[src/rtl/wb_fifo_slave_pkg.sv]
// wb_fifo_slave_pkg: register addresses, STATUS/CTRL bit indices and bus FSM state encoding
package wb_fifo_slave_pkg;
  localparam int ADR_DATA = 0;
  localparam int ADR_STATUS = 1;
  localparam int ADR_CTRL = 2;
  localparam int STAT_EMPTY = 8;
  localparam int STAT_FULL = 9;
  localparam int STAT_OVF = 10;
  localparam int STAT_UDF = 11;
  localparam int CTRL_FLUSH = 0;
  localparam int CTRL_CLR = 1;
  typedef enum logic [1:0] {S_IDLE, S_WAIT, S_RESP} state_e;
endpackage

[src/rtl/wb_fifo_slave_if.sv]
// wb_fifo_slave_if: Wishbone classic bus (CYC/STB/WE/ADR/DAT_I in, DAT_O/ACK/RTY/ERR out) with master/slave modports
interface wb_fifo_slave_if #(
  parameter int AW = 3,
  parameter int DW = 32
);
  logic          CYC_I;
  logic          STB_I;
  logic          WE_I;
  logic [AW-1:0] ADR_I;
  logic [DW-1:0] DAT_I;
  logic [DW-1:0] DAT_O;
  logic          ACK_O;
  logic          RTY_O;
  logic          ERR_O;
  modport slave (input CYC_I, STB_I, WE_I, ADR_I, DAT_I, output DAT_O, ACK_O, RTY_O, ERR_O);
  modport master (output CYC_I, STB_I, WE_I, ADR_I, DAT_I, input DAT_O, ACK_O, RTY_O, ERR_O);
endinterface

[src/rtl/wb_sfifo.sv]
// wb_sfifo: DEPTH x DW synchronous FIFO; ports clk, rst, push, pop, flush, din -> dout, count, full, empty
module wb_sfifo #(
  parameter int DW = 32,
  parameter int DEPTH = 8,
  localparam int PW = $clog2(DEPTH)
) (
  input  logic          clk,
  input  logic          rst,
  input  logic          push,
  input  logic          pop,
  input  logic          flush,
  input  logic [DW-1:0] din,
  output logic [DW-1:0] dout,
  output logic [PW:0]   count,
  output logic          full,
  output logic          empty
);
  logic [DW-1:0] mem_q [DEPTH];
  logic [DW-1:0] mem_d [DEPTH];
  logic [PW-1:0] wr_q, wr_d, rd_q, rd_d;
  logic [PW:0]   cnt_q, cnt_d;
  always_comb begin
    mem_d = mem_q;
    if (push) mem_d[wr_q] = din;
    wr_d = flush ? '0 : wr_q + PW'(push);
    rd_d = flush ? '0 : rd_q + PW'(pop);
    cnt_d = flush ? '0 : cnt_q + (PW+1)'(push) - (PW+1)'(pop);
  end
  always_ff @(posedge clk) begin
    mem_q <= mem_d;
    if (rst) begin
      wr_q <= '0;
      rd_q <= '0;
      cnt_q <= '0;
    end else begin
      wr_q <= wr_d;
      rd_q <= rd_d;
      cnt_q <= cnt_d;
    end
  end
  assign dout = mem_q[rd_q];
  assign count = cnt_q;
  assign full = cnt_q == (PW+1)'(DEPTH);
  assign empty = cnt_q == '0;
endmodule

[src/rtl/wb_fifo_slave.sv]
// wb_fifo_slave: Wishbone classic slave exposing a FIFO via DATA/STATUS/CTRL; ports CLK_I, RST_I, bus (slave modport)
module wb_fifo_slave
  import wb_fifo_slave_pkg::*;
#(
  parameter int DW = 32,
  parameter int AW = 3,
  parameter int DEPTH = 8,
  parameter int WAIT = 0
) (
  input logic CLK_I,
  input logic RST_I,
  wb_fifo_slave_if.slave bus
);
  localparam int PW = $clog2(DEPTH);
  localparam logic [3:0] WAIT_M1 = WAIT > 0 ? 4'(WAIT - 1) : 4'd0;
  state_e        state_q, state_d;
  logic [3:0]    cnt_q, cnt_d;
  logic          we_q, we_d;
  logic [AW-1:0] adr_q, adr_d;
  logic [DW-1:0] wdat_q, wdat_d, dat_q, dat_d, status, dout;
  logic          ack_q, ack_d, rty_q, rty_d, err_q, err_d, ovf_q, ovf_d, udf_q, udf_d;
  logic          req, fire, is_data, is_status, is_ctrl, bad, retry, push, pop, flush, clr;
  logic [PW:0]   count;
  logic          full, empty;
  wb_sfifo #(.DW(DW), .DEPTH(DEPTH)) u_fifo (
    .clk(CLK_I), .rst(RST_I), .push(push), .pop(pop), .flush(flush), .din(wdat_d),
    .dout(dout), .count(count), .full(full), .empty(empty)
  );
  always_comb begin
    req = bus.CYC_I & bus.STB_I;
    fire = req & ((state_q == S_WAIT) ? (cnt_q == '0) : (state_q == S_IDLE && WAIT == 0));
    we_d = state_q == S_IDLE ? bus.WE_I : we_q;
    adr_d = state_q == S_IDLE ? bus.ADR_I : adr_q;
    wdat_d = state_q == S_IDLE ? bus.DAT_I : wdat_q;
    is_data = adr_d == AW'(ADR_DATA);
    is_status = adr_d == AW'(ADR_STATUS);
    is_ctrl = adr_d == AW'(ADR_CTRL);
    bad = (is_status & we_d) | ~(is_data | is_status | is_ctrl);
    retry = is_data & (we_d ? full : empty);
    push = fire & is_data & we_d & ~full;
    pop = fire & is_data & ~we_d & ~empty;
    flush = fire & is_ctrl & we_d & wdat_d[CTRL_FLUSH];
    clr = fire & is_ctrl & we_d & wdat_d[CTRL_CLR];
    status = '0;
    status[7:0] = 8'(count);
    status[STAT_EMPTY] = empty;
    status[STAT_FULL] = full;
    status[STAT_OVF] = ovf_q;
    status[STAT_UDF] = udf_q;
    ack_d = fire & ~bad & ~retry;
    rty_d = fire & retry;
    err_d = fire & bad;
    dat_d = (~ack_d | we_d) ? '0 : is_data ? dout : is_status ? status : '0;
    ovf_d = ~clr & (ovf_q | (rty_d & we_d));
    udf_d = ~clr & (udf_q | (rty_d & ~we_d));
    cnt_d = state_q == S_IDLE ? WAIT_M1 : cnt_q - 4'(state_q == S_WAIT);
    state_d = state_q == S_RESP ? S_IDLE :
              !req ? S_IDLE :
              state_q == S_WAIT ? (cnt_q == '0 ? S_RESP : S_WAIT) :
              WAIT > 0 ? S_WAIT : S_RESP;
  end
  always_ff @(posedge CLK_I) begin
    if (RST_I) begin
      state_q <= S_IDLE;
      cnt_q <= '0;
      we_q <= 1'b0;
      adr_q <= '0;
      wdat_q <= '0;
      dat_q <= '0;
      ack_q <= 1'b0;
      rty_q <= 1'b0;
      err_q <= 1'b0;
      ovf_q <= 1'b0;
      udf_q <= 1'b0;
    end else begin
      state_q <= state_d;
      cnt_q <= cnt_d;
      we_q <= we_d;
      adr_q <= adr_d;
      wdat_q <= wdat_d;
      dat_q <= dat_d;
      ack_q <= ack_d;
      rty_q <= rty_d;
      err_q <= err_d;
      ovf_q <= ovf_d;
      udf_q <= udf_d;
    end
  end
  assign bus.DAT_O = dat_q;
  assign bus.ACK_O = ack_q;
  assign bus.RTY_O = rty_q;
  assign bus.ERR_O = err_q;
endmodule

[src/flat_wrapper.sv]
// flat-port wrapper written by rule: the top's interface ports become plain ports
module wb_fifo_slave_flat import wb_fifo_slave_pkg::*;
#(
  parameter int DW = 32,
  parameter int AW = 3,
  parameter int DEPTH = 8,
  parameter int WAIT = 0
)
  (CLK_I, RST_I, bus_CYC_I, bus_STB_I, bus_WE_I, bus_ADR_I, bus_DAT_I, bus_DAT_O, bus_ACK_O, bus_RTY_O, bus_ERR_O);
  wb_fifo_slave_if #(.AW(AW), .DW(DW)) bus_i ();
  input logic CLK_I;
  input logic RST_I;
  input wire logic [$bits(bus_i.CYC_I)-1:0] bus_CYC_I;
  input wire logic [$bits(bus_i.STB_I)-1:0] bus_STB_I;
  input wire logic [$bits(bus_i.WE_I)-1:0] bus_WE_I;
  input wire logic [$bits(bus_i.ADR_I)-1:0] bus_ADR_I;
  input wire logic [$bits(bus_i.DAT_I)-1:0] bus_DAT_I;
  output wire logic [$bits(bus_i.DAT_O)-1:0] bus_DAT_O;
  output wire logic [$bits(bus_i.ACK_O)-1:0] bus_ACK_O;
  output wire logic [$bits(bus_i.RTY_O)-1:0] bus_RTY_O;
  output wire logic [$bits(bus_i.ERR_O)-1:0] bus_ERR_O;
  assign bus_i.CYC_I = bus_CYC_I;
  assign bus_i.STB_I = bus_STB_I;
  assign bus_i.WE_I = bus_WE_I;
  assign bus_i.ADR_I = bus_ADR_I;
  assign bus_i.DAT_I = bus_DAT_I;
  assign bus_DAT_O = bus_i.DAT_O;
  assign bus_ACK_O = bus_i.ACK_O;
  assign bus_RTY_O = bus_i.RTY_O;
  assign bus_ERR_O = bus_i.ERR_O;
  wb_fifo_slave #(.DW(DW), .AW(AW), .DEPTH(DEPTH), .WAIT(WAIT)) u_core (.CLK_I(CLK_I), .RST_I(RST_I), .bus(bus_i));
endmodule
[config.mk]
export PLATFORM = sky130hd
export DESIGN_NAME = wb_fifo_slave_flat
export DESIGN_NICKNAME = d
export VERILOG_FILES = /design/src/rtl/wb_fifo_slave_pkg.sv /design/src/rtl/wb_fifo_slave_if.sv /design/src/rtl/wb_sfifo.sv /design/src/rtl/wb_fifo_slave.sv /design/src/flat_wrapper.sv
export SDC_FILE = /design/constraint.sdc
export NUM_CORES = 1
export LEC_CHECK = 0
export ABC_AREA = 1
export CORE_MARGIN = 3
export CORE_UTILIZATION = 45
export CTS_BUF_LIST = sky130_fd_sc_hd__clkbuf_8
export CTS_CLUSTER_SIZE = 40
export DETAILED_ROUTE_END_ITERATION = 6
export PLACE_DENSITY = 0.65
export SLEW_MARGIN = 5
export SYNTH_ARGS = -nofsm -noshare
export SYNTH_HDL_FRONTEND = slang
export SYNTH_SLANG_ARGS = --single-unit
[constraint.sdc]
create_clock -name CLK_I -period 4 [get_ports CLK_I]
set_input_delay 0.4 -clock CLK_I [delete_from_list [all_inputs] [get_ports CLK_I]]
set_output_delay 0.4 -clock CLK_I [all_outputs]
set_load 0.005 [all_outputs]
==> flow_metrics.py <==
metrics = {
    "status": {
        "run_status": "finished, final reports clean",
    },
    "critical_path": {
        "worstPathMaxFanout": 17,
        "regToRegSetupSlack_ns": 1.02,
        "required_worst_endpoint_ns": 4.46,
        "crit_path_end_kind": "flop",
        "worstPathArrival_ns": 3.45,
        "startpoint_type": "flop",
        "category_of_the_most_critical_setup_path": "flop to flop",
    },
    "clock_tree": {
        "clockRootBuffer": "sky130_fd_sc_hd__clkbuf_8",
        "cts_sinks": 345,
        "cts.repair.resized": 0,
        "cts_max_level": 2,
        "clk_pin_slew_ns": 0.06,
        "cts_inserted_buffers": 55,
        "cts_hold_repair.buffers": 0,
        "post_cts.repair.setup_buffers": 0,
        "clockBufferDepth": 3,
        "cts_tree": "done",
        "latest_clock_arrival_within_the_worst_skew_pair_ns": 0.59,
    },
    "placed_design": {
        "post-dp-hpwl_um": 16400,
        "io_buffer_count": 74,
        "place_area_mm2": 0.0147,
        "gp_routability_congestion": 0.772,
    },
    "detailed_routing": {
        "first_iter_violations": 669,
        "num_vias": 8875,
        "avgViaCountPerCell": 5.02,
        "routed_wirelength_um": 29000,
        "final_routed_drc_violation_total": 0,
        "drt_pre_antenna_iters": 5,
        "drt-wirelength-per-cell_um": 16.4,
        "route.antenna.remaining_nets": 0,
    },
    "synth": {
        "synth_top_area_frac": 0.568,
        "syn-instance-count": 1239,
        "synth_nets": 1292,
        "yosysWarningCount": 0,
        "synth_area_mm2": 0.0135,
        "mean_post_synth_cell_area_um2": 10.9,
        "synth.distinct_cells": 30,
        "synth-seq-area-share": 0.700,
        "synth_area_leaders": "sky130_fd_sc_hd__edfxtp_1 (57%), sky130_fd_sc_hd__dfxtp_1 (13%), sky130_fd_sc_hd__nand2_1 (7.3%), sky130_fd_sc_hd__nand3_1 (5.9%), sky130_fd_sc_hd__nor2_1 (3.7%)",
        "synth.largest_area_cell": "sky130_fd_sc_hd__edfxtp_1",
        "synth.ff_latch_count": 345,
    },
    "timing": {
        "fin_worst_skew_ns": 0.0207,
        "rsz0062_at_grt": "no",
        "minimum_clock_period_after_layout_ns": 2.98,
        "final_max_slew_viol_count": 0,
        "final.period_utilization": 0.745,
        "max_fclk_mhz": 335,
        "setup-violations-final": 0,
        "timing_worst_slew_pin_value_ns": 0.969,
        "hold_slack_ns": 0.374,
        "timing.final.hold_violations": 0,
        "finalSetupTns_ns": 0,
        "relSlewSlack": 0.354,
    },
    "global_routing": {
        "grt_antenna_before_repair": 0,
        "vias_in_the_first_global_route": 8638,
        "grt.total_usage": 0.183,
        "first_pass_grt_wire_length_um": 45500,
        "grt_overflow": 0,
        "grt_max_degree": 90,
    },
    "final_layout": {
        "stdcell_area_mm2": 0.0158,
        "nNetsFinal": 1390,
        "syn_to_final_growth_pct": 16.7,
        "final_cell_mix": "sky130_fd_sc_hd__nand2_1 (264), sky130_fd_sc_hd__edfxtp_1 (256), sky130_fd_sc_hd__nand3_1 (159), sky130_fd_sc_hd__nor2_1 (133), sky130_fd_sc_hd__inv_1 (115)",
        "final_common_cell": "sky130_fd_sc_hd__nand2_1",
        "post_route_cells_drive_above_1_share": 0.121,
        "antenna_cells": 0,
    },
    "die": {
        "fp.dieArea_mm2": 0.0322,
        "ios": 75,
        "chipHeight_um": 179,
        "core_area_mm2": 0.0292,
        "die_w_um": 179,
        "placement_rows": 62,
        "floorplan.initialDensity": 0.464,
    },
    "power": {
        "cellLeakagePower_nw": 6.07,
        "p_per_area_mw_per_mm2": 437,
        "max-vdd-ir-drop_uv": 230,
        "design_power_total_mw": 6.89,
    },
    "min_path": {
        "min-delay-path-class": "input pin to flop",
    },
    "flow_run": {
        "drv.max_cap_violation_count": 0,
    },
}
cells in the mapped netlist, drive strengths merged:
cell type  count
xor2           1
dfxtp         89
nand2        271
nand3b         1
o21ai         80
nand3        159
or2           33
o21bai         1
fa             1
edfxtp       256
xnor2          3
nor3          10
a21oi         15
o2111ai        1
nand4          1
buf           23
clkbuf        38
ha            12
inv           95
o21a           2
nor2         147
critical path: stages (launching register included):
cell and delay [ns]:
sky130_fd_sc_hd__dfxtp_1 0.39, sky130_fd_sc_hd__inv_1 0.11, sky130_fd_sc_hd__nand2_2 0.29, sky130_fd_sc_hd__nand2_1 0.14, sky130_fd_sc_hd__nand2_2 0.13, sky130_fd_sc_hd__nand3_1 0.10
sky130_fd_sc_hd__nor2_1 0.25, sky130_fd_sc_hd__inv_1 0.09, sky130_fd_sc_hd__nor2_1 0.13, sky130_fd_sc_hd__inv_1 0.06, sky130_fd_sc_hd__ha_1 0.26, sky130_fd_sc_hd__inv_1 0.06
sky130_fd_sc_hd__ha_1 0.16, sky130_fd_sc_hd__inv_1 0.06, sky130_fd_sc_hd__fa_1 0.40, sky130_fd_sc_hd__xor2_1 0.16, sky130_fd_sc_hd__nor2_1 0.06
metal layers:
layer | wire (um) | track usage
met3 | 1470 | 0.0314
met1 | 13100 | 0.248
met2 | 13900 | 0.303
met5 | 0 | 0
met4 | 591 | 0.0573
worst paths after layout:
check,start,cells after the start,endpoint
min,bus_STB_I,3,u_core.state_q[0]
max reg2reg,u_core.state_q[1],16,u_core.u_fifo.count[2]
min reg2reg,u_core.ovf_q,2,u_core.ovf_q
max,u_core.state_q[1],16,u_core.u_fifo.count[2]
cell type report:
type,count,area [um2]
Inverter,95,362
Fill cell,2545,13400
Tap cell,384,480
Multi-Input combinational cell,738,3480
Timing Repair Buffer,102,951
Clock buffer,64,881
Sequential cell,345,9470
Clock inverter,39,160
state kept, by name, indices dropped and copies added (netlist names):
name and flops:
u_core.u_fifo.rd_q 3, u_core.bus.ACK_O 1, u_core.bus.ERR_O 1, u_core.adr_q 3
u_core.u_fifo.wr_q 3, u_core.state_q 2, u_core.cnt_q 4, u_core.u_fifo.count 4
u_core.ovf_q 1, u_core.we_q 1, u_core.bus.DAT_O 32, u_core.udf_q 1
u_core.wdat_q 32, u_core.u_fifo.mem_q 256, u_core.bus.RTY_O 1
logic make-up after synthesis:
kind of cell,count (synthesis),synth area share
XOR/XNOR,4,0.00259
adder cells (fa/ha/maj),13,0.0126
flip-flops,345,0.700
AND/OR/NAND/NOR,622,0.201
AO/OA/AOI/OAI,99,0.0377
buffers and inverters,156,0.0456
through the flow:
step | utilization | worst slack (ns) | cells
floorplan | - | 0.126 | 1239
global placement | 0.505 | 1.07 | 1664
detailed placement | 0.505 | 1.04 | 1664
CTS | 0.541 | 1.05 | 1767
global route | 0.541 | 0.708 | 1767
finish | 0.541 | 1.02 | 1767
power breakdown:
| part | internal, mW | switching (mW) |
|---|---|---|
| combinational | 0.0783 | 0.140 |
| sequential | 3.89 | 0.00698 |
| clock | 1.45 | 1.32 |
| total | 5.42 | 1.47 |
No activity file was read; power rests on OpenSTA's default activity.
